**src/rtl/gray_step_sequencer.sv**
```systemverilog
// Command-driven up/down step counter with a Gray-coded view of its value.
// Accepts RUN/LOAD/CLEAR commands in IDLE and reports completion with one-cycle pulses.
module gray_step_sequencer #(
  parameter int WIDTH = 4,
  parameter int LEN_W = 8
) (
  input  logic             clk,
  input  logic             rst_n,
  input  logic             cmd_valid,
  output logic             cmd_ready,
  input  logic [1:0]       cmd_op,
  input  logic             cmd_dir,
  input  logic [LEN_W-1:0] cmd_len,
  input  logic [WIDTH-1:0] cmd_data,
  input  logic             hold,
  input  logic             abort,
  output logic [WIDTH-1:0] bin_value,
  output logic [WIDTH-1:0] gray_count,
  output logic             busy,
  output logic             done,
  output logic             aborted,
  output logic             wrap,
  output logic             err
);

  typedef enum logic {
    IDLE = 1'b0,
    RUN  = 1'b1
  } state_t;

  localparam logic [1:0]       OP_RUN   = 2'b00;
  localparam logic [1:0]       OP_LOAD  = 2'b01;
  localparam logic [1:0]       OP_CLEAR = 2'b10;
  localparam logic [WIDTH-1:0] VAL_ONE  = WIDTH'(1);
  localparam logic [WIDTH-1:0] VAL_ZERO = '0;
  localparam logic [WIDTH-1:0] VAL_MAX  = '1;
  localparam logic [LEN_W-1:0] LEN_ONE  = LEN_W'(1);
  localparam logic [LEN_W-1:0] LEN_ZERO = '0;

  state_t           state, state_n;
  logic [WIDTH-1:0] bin_n;
  logic [LEN_W-1:0] remaining, remaining_n;
  logic             dir, dir_n;
  logic             done_n, aborted_n, wrap_n, err_n;

  always_ff @(posedge clk or negedge rst_n) begin
    if (!rst_n) begin
      state     <= IDLE;
      bin_value <= '0;
      remaining <= '0;
      dir       <= 1'b0;
      done      <= 1'b0;
      aborted   <= 1'b0;
      wrap      <= 1'b0;
      err       <= 1'b0;
    end else begin
      state     <= state_n;
      bin_value <= bin_n;
      remaining <= remaining_n;
      dir       <= dir_n;
      done      <= done_n;
      aborted   <= aborted_n;
      wrap      <= wrap_n;
      err       <= err_n;
    end
  end

  // Pulses are computed here and registered, so they appear the cycle after the deciding edge.
  always_comb begin
    state_n     = state;
    bin_n       = bin_value;
    remaining_n = remaining;
    dir_n       = dir;
    done_n      = 1'b0;
    aborted_n   = 1'b0;
    wrap_n      = 1'b0;
    err_n       = 1'b0;
    case (state)
      IDLE: begin
        if (cmd_valid) begin
          case (cmd_op)
            OP_RUN: begin
              if (cmd_len == LEN_ZERO) begin
                done_n = 1'b1;
              end else begin
                remaining_n = cmd_len;
                dir_n       = cmd_dir;
                state_n     = RUN;
              end
            end
            OP_LOAD: begin
              bin_n  = cmd_data;
              done_n = 1'b1;
            end
            OP_CLEAR: begin
              bin_n  = VAL_ZERO;
              done_n = 1'b1;
            end
            default: err_n = 1'b1;
          endcase
        end
      end
      RUN: begin
        // Abort wins over hold and suppresses the step on its edge.
        if (abort) begin
          state_n     = IDLE;
          remaining_n = LEN_ZERO;
          aborted_n   = 1'b1;
        end else if (!hold) begin
          if (dir) begin
            bin_n  = bin_value + VAL_ONE;
            wrap_n = (bin_value == VAL_MAX);
          end else begin
            bin_n  = bin_value - VAL_ONE;
            wrap_n = (bin_value == VAL_ZERO);
          end
          remaining_n = remaining - LEN_ONE;
          if (remaining == LEN_ONE) begin
            state_n = IDLE;
            done_n  = 1'b1;
          end
        end
      end
      default: state_n = IDLE;
    endcase
  end

  assign cmd_ready  = (state == IDLE);
  assign busy       = (state == RUN);
  assign gray_count = bin_value ^ (bin_value >> 1);

endmodule

```
**config.mk**
```make
export PLATFORM = sky130hd
export DESIGN_NAME = gray_step_sequencer
export DESIGN_NICKNAME = d
export VERILOG_FILES = /design/src/rtl/gray_step_sequencer.sv
export SDC_FILE = /design/constraint.sdc
export NUM_CORES = 1
export LEC_CHECK = 0
export ABC_AREA = 0
export CAP_MARGIN = 30
export CORE_MARGIN = 3
export CORE_UTILIZATION = 48
export DETAILED_ROUTE_END_ITERATION = 16
export PLACE_DENSITY = 0.77
export SETUP_SLACK_MARGIN = 0.02
export SLEW_MARGIN = 20
export SYNTH_ARGS = -nofsm -noshare
export SYNTH_HDL_FRONTEND = slang
export SYNTH_SLANG_ARGS = --single-unit
export TNS_END_PERCENT = 100
```
**constraint.sdc**
```tcl
create_clock -name clk -period 1.76 [get_ports clk]
set_input_delay 0.264 -clock clk [delete_from_list [all_inputs] [get_ports clk]]
set_output_delay 0.264 -clock clk [all_outputs]
set_load 0.01 [all_outputs]
```
==> flow_metrics.env, run 1 <==
export IMPL_holdBufCountCts=0
export IMPL_crit_type="register to register"
export IMPL_routedWlPerCell_um=16.20
export IMPL_wirelength_um=3596
export IMPL_avgViaCountPerCell=5.788
export IMPL_power_net_switching_uw=751.9
export IMPL_holdWs_ns=0.2744
export IMPL_p_total_mw=1.965
export IMPL_coreArea_mm2=0.002500
export IMPL_grt_total_usage_pct=21.58
export IMPL_internal_power_mw=1.213
export IMPL_die_x_um=57.72
export IMPL_ys_top_cells_by_area="dfrtp_1 35%, ha_1 12%, a21oi_1 3.5%"
export IMPL_fin_crit_sh_pct=95.90
export IMPL_fin_ws_ns=0.07210
export IMPL_powerDensity_mw_per_mm2=1006
export IMPL_finalSetupViolCount=0
export IMPL_first_pass_iters=4
export IMPL_grt_pass1_vias=1252
export IMPL_cp_start_kind="register"
export IMPL_syn_avg_cell_area_um2=9.875
export IMPL_synth_ff_type="dfrtp_1"
export IMPL_p_leak_nw=0.8808
export IMPL_register_area_um2=452.9
export IMPL_clockBufferDepth=2
export IMPL_synth_edf_count=0
export IMPL_finClkSkew_ns=0.001260
export IMPL_synth_mux_area_share_pct=2.339
export IMPL_layout_nets=226
export IMPL_synth_fa_ha_area_share_pct=13.26
export IMPL_synth_top_family_by_area="compound AO/OA/AOI/OAI gates"
export IMPL_hp_class="input pin to asynchronous set/reset pin"
export IMPL_cp_cell_sequence="buf_4, ha_4, nand3_2, and3_4, or2_0, o311ai_1"
export IMPL_drive_gt1_share_pct=29.17
export IMPL_synth_simple_area_share_pct=18.62
export IMPL_synthDominantAreaCellType="dfrtp_1"
export IMPL_cts_made_buffers=3
export IMPL_synth_top_area_share_pct=35.09
export IMPL_row_count=18
export IMPL_clock_sinks=18
export IMPL_seqPwrFrac_pct=31.2
export IMPL_insertion_delay_ns=0.31
export IMPL_syn_inst=130
export IMPL_die_area_mm2=0.003331
export IMPL_cp_end_kind="register"
export IMPL_async_reset_ff_share_pct=100.0
export IMPL_dr_total_vias=1285
export IMPL_drc_errors=0
export IMPL_dp_slack_ns=-0.2454
export IMPL_worst_slew_pin_slew_ns=0.4357
export IMPL_cp_slowest_stage_delay_ns=0.43
export IMPL_cts_tree="built"
export IMPL_period_minus_slack_ns=1.688
export IMPL_relSlewSlack_pct=70.89
export IMPL_timing_fmax_ghz=0.5925
export IMPL_antenna_found_initial=0
export IMPL_grt_max_degree=19
export IMPL_cp_top_family="simple AND/OR/NAND/NOR gates"
export IMPL_start_util_pct=51.35
export IMPL_dp_hpwl_um=2618
export IMPL_status="finished, final reports clean"
export IMPL_grt_overflow_total=0
export IMPL_combPwrFrac_pct=54.8
export IMPL_synth_cell_types=48
export IMPL_synth_seq_cells=18
export IMPL_critPathRequiredTime_ns=1.97
export IMPL_cts_htree_levels=1
export IMPL_synth_warnings=0
export IMPL_postRouteAntennaNets=0
export IMPL_peakVddDrop_v=0.0007967
export IMPL_fin_util_pct=78.13
export IMPL_cts_clk_slew_worst_paths_ns=0.12
export IMPL_clockPowerShare_pct=14.0
export IMPL_grt_pass1_wl_um=5568
export IMPL_yosys_area_share_xor_xnor_pct=1.365
export IMPL_crit_buf_inv=1
export IMPL_final_hold_viol_count=0
export IMPL_drv_slew=0
export IMPL_cp_slowest_cell="dfrtp_2"
export IMPL_cp_max_fo=3
export IMPL_clockRootBuffer="clkbuf_4"
export IMPL_syn_to_final_growth_pct=52.14
export IMPL_cap_violations=0
export IMPL_routabilityCongestion=0.9004
export IMPL_yosysSeqAreaShare_pct=35.09
export IMPL_synth_area_mm2=0.001284
export IMPL_antenna_cells=0
export IMPL_cp_arrival_ns=1.90
export IMPL_switching_share_pct=38.26
export IMPL_multiInputGateArea_um2=815.8
export IMPL_die_h_um=57.72
export IMPL_syn_num_nets=163
export IMPL_drt_initial_drc_count=38
export IMPL_setup_tns_ns=0
export IMPL_ioPinCount=34
export IMPL_portBuffers=33
export IMPL_grt_setup_unrepaired="true"
export IMPL_num_fill_cells=166
export IMPL_synth_compound_area_share_pct=23.29
## path summary, 6_finish.rpt
kind                                                from                       end  slack, ns  cells after the start
worst max-delay path            bin_value[2]$_DFFE_PN0P_  bin_value[3]$_DFFE_PN0P_       0.07                      6
worst min-delay path                               rst_n  bin_value[1]$_DFFE_PN0P_       0.27                      2
worst max register to register  bin_value[2]$_DFFE_PN0P_  bin_value[3]$_DFFE_PN0P_       0.07                      6
worst min register to register  remaining[7]$_DFFE_PN0P_  remaining[7]$_DFFE_PN0P_       0.54                      1
max in group asynchronous                          rst_n  bin_value[2]$_DFFE_PN0P_       1.27                      2
min in group clk                                 cmd_dir           dir$_DFFE_PN0P_       0.53                      3
## stage by stage
step / instances / area (um^2)
final: 222 / 1953
after global routing: 222 / 1953
after CTS: 222 / 1883
after detailed placement: 213 / 1810
after global placement: 213 / 1810
after floorplan: 130 / 1284
## cell type report
type / count / area share, %
Multi-Input combinational cell: 95 / 41.77
Tap cell: 30 / 1.922
Clock buffer: 4 / 1.858
Inverter: 11 / 2.114
Sequential cell: 18 / 23.19
Timing Repair Buffer: 64 / 29.15
## cells by family after synthesis
family | after synthesis
AOI/OAI and AO/OA | 40
and+or+nand+nor | 37
DFF | 18
buffers and inverters | 17
adders and majority gates | 13
muxes | 3
xor gates and xnor gates | 2
## power groups by stage
stage | clock network [mW] | registers [mW] | logic [mW]
after CTS | 0.273 | 0.599 | 0.977
after global placement | 0 | 0.627 | 0.878
after floorplan | 0 | 0.637 | 0.485
final | 0.275 | 0.613 | 1.08
after detailed placement | 0 | 0.634 | 0.915
after global routing | 0.289 | 0.627 | 1.17
## cells in the mapped netlist (3+ instances only)
master / n
o2bb2ai_1: 3
inv_1: 10
ha_1: 12
a21oi_1: 9
and3_1: 3
o21ai_0: 5
a22oi_1: 5
nor3_1: 4
nor4_1: 3
nor2_1: 8
mux2i_1: 3
nand2_1: 4
dfrtp_1: 18
## cells in the final DEF (no fill, tap or decap), types with 2 or more instances in the layout
master / instances
o21ai_0: 5
a221o_1: 2
inv_2: 2
ha_1: 9
o2bb2ai_1: 3
nor4_1: 3
dlygate4sd2_1: 3
nor2_1: 8
a22oi_1: 5
ha_4: 2
nor3_1: 4
o22ai_1: 2
dfrtp_1: 16
xor2_1: 2
nand2_1: 4
buf_4: 29
dfrtp_2: 2
nand2b_1: 2
buf_6: 2
inv_1: 9
nor4_4: 2
clkbuf_4: 3
clkdlybuf4s50_1: 29
mux2i_1: 3
and3_1: 2
o311ai_1: 2
a31oi_1: 2
a21oi_1: 8
## registers in the layout, indices dropped and copies added (netlist names)
name / cells
bin_value: 4
aborted: 1
err: 1
dir: 1
wrap: 1
remaining: 8
done: 1
busy: 1
## timing repair
action / CTS / global route
endpoints found under the hold margin: 0 / 0
buffers inserted: 5 / 1
endpoints found under the setup margin: 4 / 7
gates resized for setup: 6 / 13
pin swaps: 0 / 3
## layer usage
layer / share of wire [%] / wire length, um / GRT usage (%) / up-vias
met5: 0 / 0 / 0 / -
met4: 1.3 / 48 / 8.278 / 0
met3: 4.4 / 159 / 2.673 / 6
met2: 51 / 1837 / 36.45 / 43
met1: 43 / 1550 / 28.09 / 627
li1: - / - / - / 609
Note: power is estimated with default switching activity, not from simulation.
==> run 2: changes to the inputs <==
--- a/config.mk
+++ b/config.mk
@@ -7,7 +7,7 @@
 export LEC_CHECK = 0
 export ABC_AREA = 0
 export CAP_MARGIN = 30
-export CORE_MARGIN = 3
+export CORE_MARGIN = 5
 export CORE_UTILIZATION = 48
 export DETAILED_ROUTE_END_ITERATION = 16
 export PLACE_DENSITY = 0.77
==> run 2 against run 1 <==
Worst hold slack gained 0.00086 ns. Sequential cell count stayed put. Die area grew 14%. Sequential power shrank 1%. Clock skew grew 0.0020 ns. Combinational power about the same.
==> flow_metrics.env, run 2 (synthesis results as in run 1) <==
export IMPL_row_count=18
export IMPL_power_net_switching_uw=737.3
export IMPL_clockPowerShare_pct=13.5
export IMPL_place_inst=213
export IMPL_routedWlPerCell_um=16.44
export IMPL_instances_no_fill=224
export IMPL_cp_arrival_ns=1.42
export IMPL_cts_tree="built"
export IMPL_period_minus_slack_ns=1.684
export IMPL_final_cell_mix="33 x buf_4, 30 x clkdlybuf4s50_1, 16 x dfrtp_1"
export IMPL_p_leak_nw=0.8682
export IMPL_final_common_cell="buf_4"
export IMPL_timing_fmax_ghz=0.5937
export IMPL_cp_end_kind="primary output"
export IMPL_postRouteAntennaNets=0
export IMPL_dr_total_vias=1231
export IMPL_clockRootBuffer="clkbuf_4"
export IMPL_register_area_um2=452.9
export IMPL_first_pass_iters=4
export IMPL_insertion_delay_ns=0.30
export IMPL_fin_ws_ns=0.07578
export IMPL_drive_gt1_share_pct=31.44
export IMPL_routabilityCongestion=0.8283
export IMPL_holdBufCountCts=0
export IMPL_largest_reg_flops=8
export IMPL_grt_total_usage_pct=19.81
export IMPL_drt_initial_drc_count=54
export IMPL_top_regs="remaining x8, bin_value x4"
export IMPL_placed_area_mm2=0.001810
export IMPL_grt_pass1_wl_um=5499
export IMPL_drc_errors=0
export IMPL_fin_util_pct=77.53
export IMPL_regToRegStartpoint="remaining[0]$_DFFE_PN0P_"
export IMPL_grt_pass1_vias=1213
export IMPL_powerDensity_mw_per_mm2=1003
export IMPL_avgViaCountPerCell=5.496
export IMPL_syn_to_final_growth_pct=52.34
export IMPL_critPathLaunch="busy$_DFF_PN0_"
export IMPL_largest_register="remaining"
export IMPL_combPwrFrac_pct=55.6
export IMPL_grt_overflow_total=0
export IMPL_die_h_um=61.72
export IMPL_relSlewSlack_pct=64.73
export IMPL_layout_nets=228
export IMPL_portBuffers=33
export IMPL_fin_crit_sh_pct=95.69
export IMPL_dp_hpwl_um=2756
export IMPL_antenna_cells=0
export IMPL_finClkSkew_ns=0.003251
export IMPL_grt_setup_unrepaired="false"
export IMPL_antenna_found_initial=0
export IMPL_hp_class="input pin to asynchronous set/reset pin"
export IMPL_grt_max_degree=19
export IMPL_switching_share_pct=37.58
export IMPL_num_fill_cells=176
export IMPL_coreArea_mm2=0.002522
export IMPL_die_x_um=61.72
export IMPL_critPathRequiredTime_ns=1.50
export IMPL_finalSetupViolCount=0
export IMPL_start_util_pct=50.89
export IMPL_die_area_mm2=0.003809
export IMPL_cts_htree_levels=1
export IMPL_internal_power_mw=1.225
export IMPL_status="finished, final reports clean"
export IMPL_cap_violations=0
export IMPL_cp_start_kind="register"
export IMPL_cts_clk_slew_worst_paths_ns=0.11
export IMPL_fin_area_mm2=0.001956
export IMPL_wirelength_um=3682
export IMPL_multiInputGateArea_um2=809.5
export IMPL_peakVddDrop_v=0.0007775
export IMPL_worst_slew_pin_slew_ns=0.5280
export IMPL_crit_type="register to primary output"
export IMPL_final_hold_viol_count=0
export IMPL_ioPinCount=34
export IMPL_cp_max_fo=8
export IMPL_clockBufferDepth=2
export IMPL_clock_sinks=18
export IMPL_dp_slack_ns=-0.2662
export IMPL_drv_slew=0
export IMPL_cts_made_buffers=3
export IMPL_seqPwrFrac_pct=30.9
export IMPL_holdWs_ns=0.2753
run 2: path summary, 6_finish.rpt:
path,slack [ns],to,cells after the start
max reg2reg,0.11,remaining[6]$_DFFE_PN0P_,5
min reg2reg,0.56,remaining[7]$_DFFE_PN0P_,1
min in group clk,0.51,dir$_DFFE_PN0P_,3
max,0.08,cmd_ready,2
max in group asynchronous,1.27,bin_value[1]$_DFFE_PN0P_,2
min,0.28,remaining[2]$_DFFE_PN0P_,2
run 2: timing repair:
item | 4_1_cts | 5_1_grt
pin swaps | 0 | 2
resized for setup | 7 | 12
setup endpoints to repair | 4 | 6
endpoints found under the hold margin | 0 | 0
setup buffers | 5 | 3
run 2: layout make-up:
type | instances | area share, %
repair buffers | 66 | 29.43
flip-flops and latches | 18 | 23.16
inverters | 11 | 2.239
multi-input cells | 95 | 41.39
clock buffers | 4 | 1.855
well taps | 30 | 1.919
run 2: power groups by stage:
stage          Clock [mW]  Sequential, mW  Combinational (mW)
2_1_floorplan           0           0.637               0.485
3_3_place_gp            0           0.624               0.898
3_5_place_dp            0           0.631               0.930
4_1_cts             0.272           0.600               0.993
5_1_grt             0.296           0.618                1.19
6_report            0.265           0.605                1.09
run 2: worst max-delay path, stage by stage (launching register included):
cell,delay (ns)
dfrtp_2,0.46
inv_4,0.11
clkdlybuf4s50_1,0.54
run 2: stage by stage:
stage,power [mW],setup TNS [ns]
2_1_floorplan,1.122,0
3_3_place_gp,1.522,-1.391
3_5_place_dp,1.561,-1.653
4_1_cts,1.865,0
5_1_grt,2.104,0
6_report,1.962,0
run 2: metal layers:
layer | vias to the layer above | routed length (um) | GRT usage, %
met4 | 0 | 89 | 9.091
met3 | 9 | 146 | 2.893
met5 | - | 0 | 0
li1 | 612 | - | -
met2 | 32 | 1936 | 32.88
met1 | 578 | 1509 | 25.45
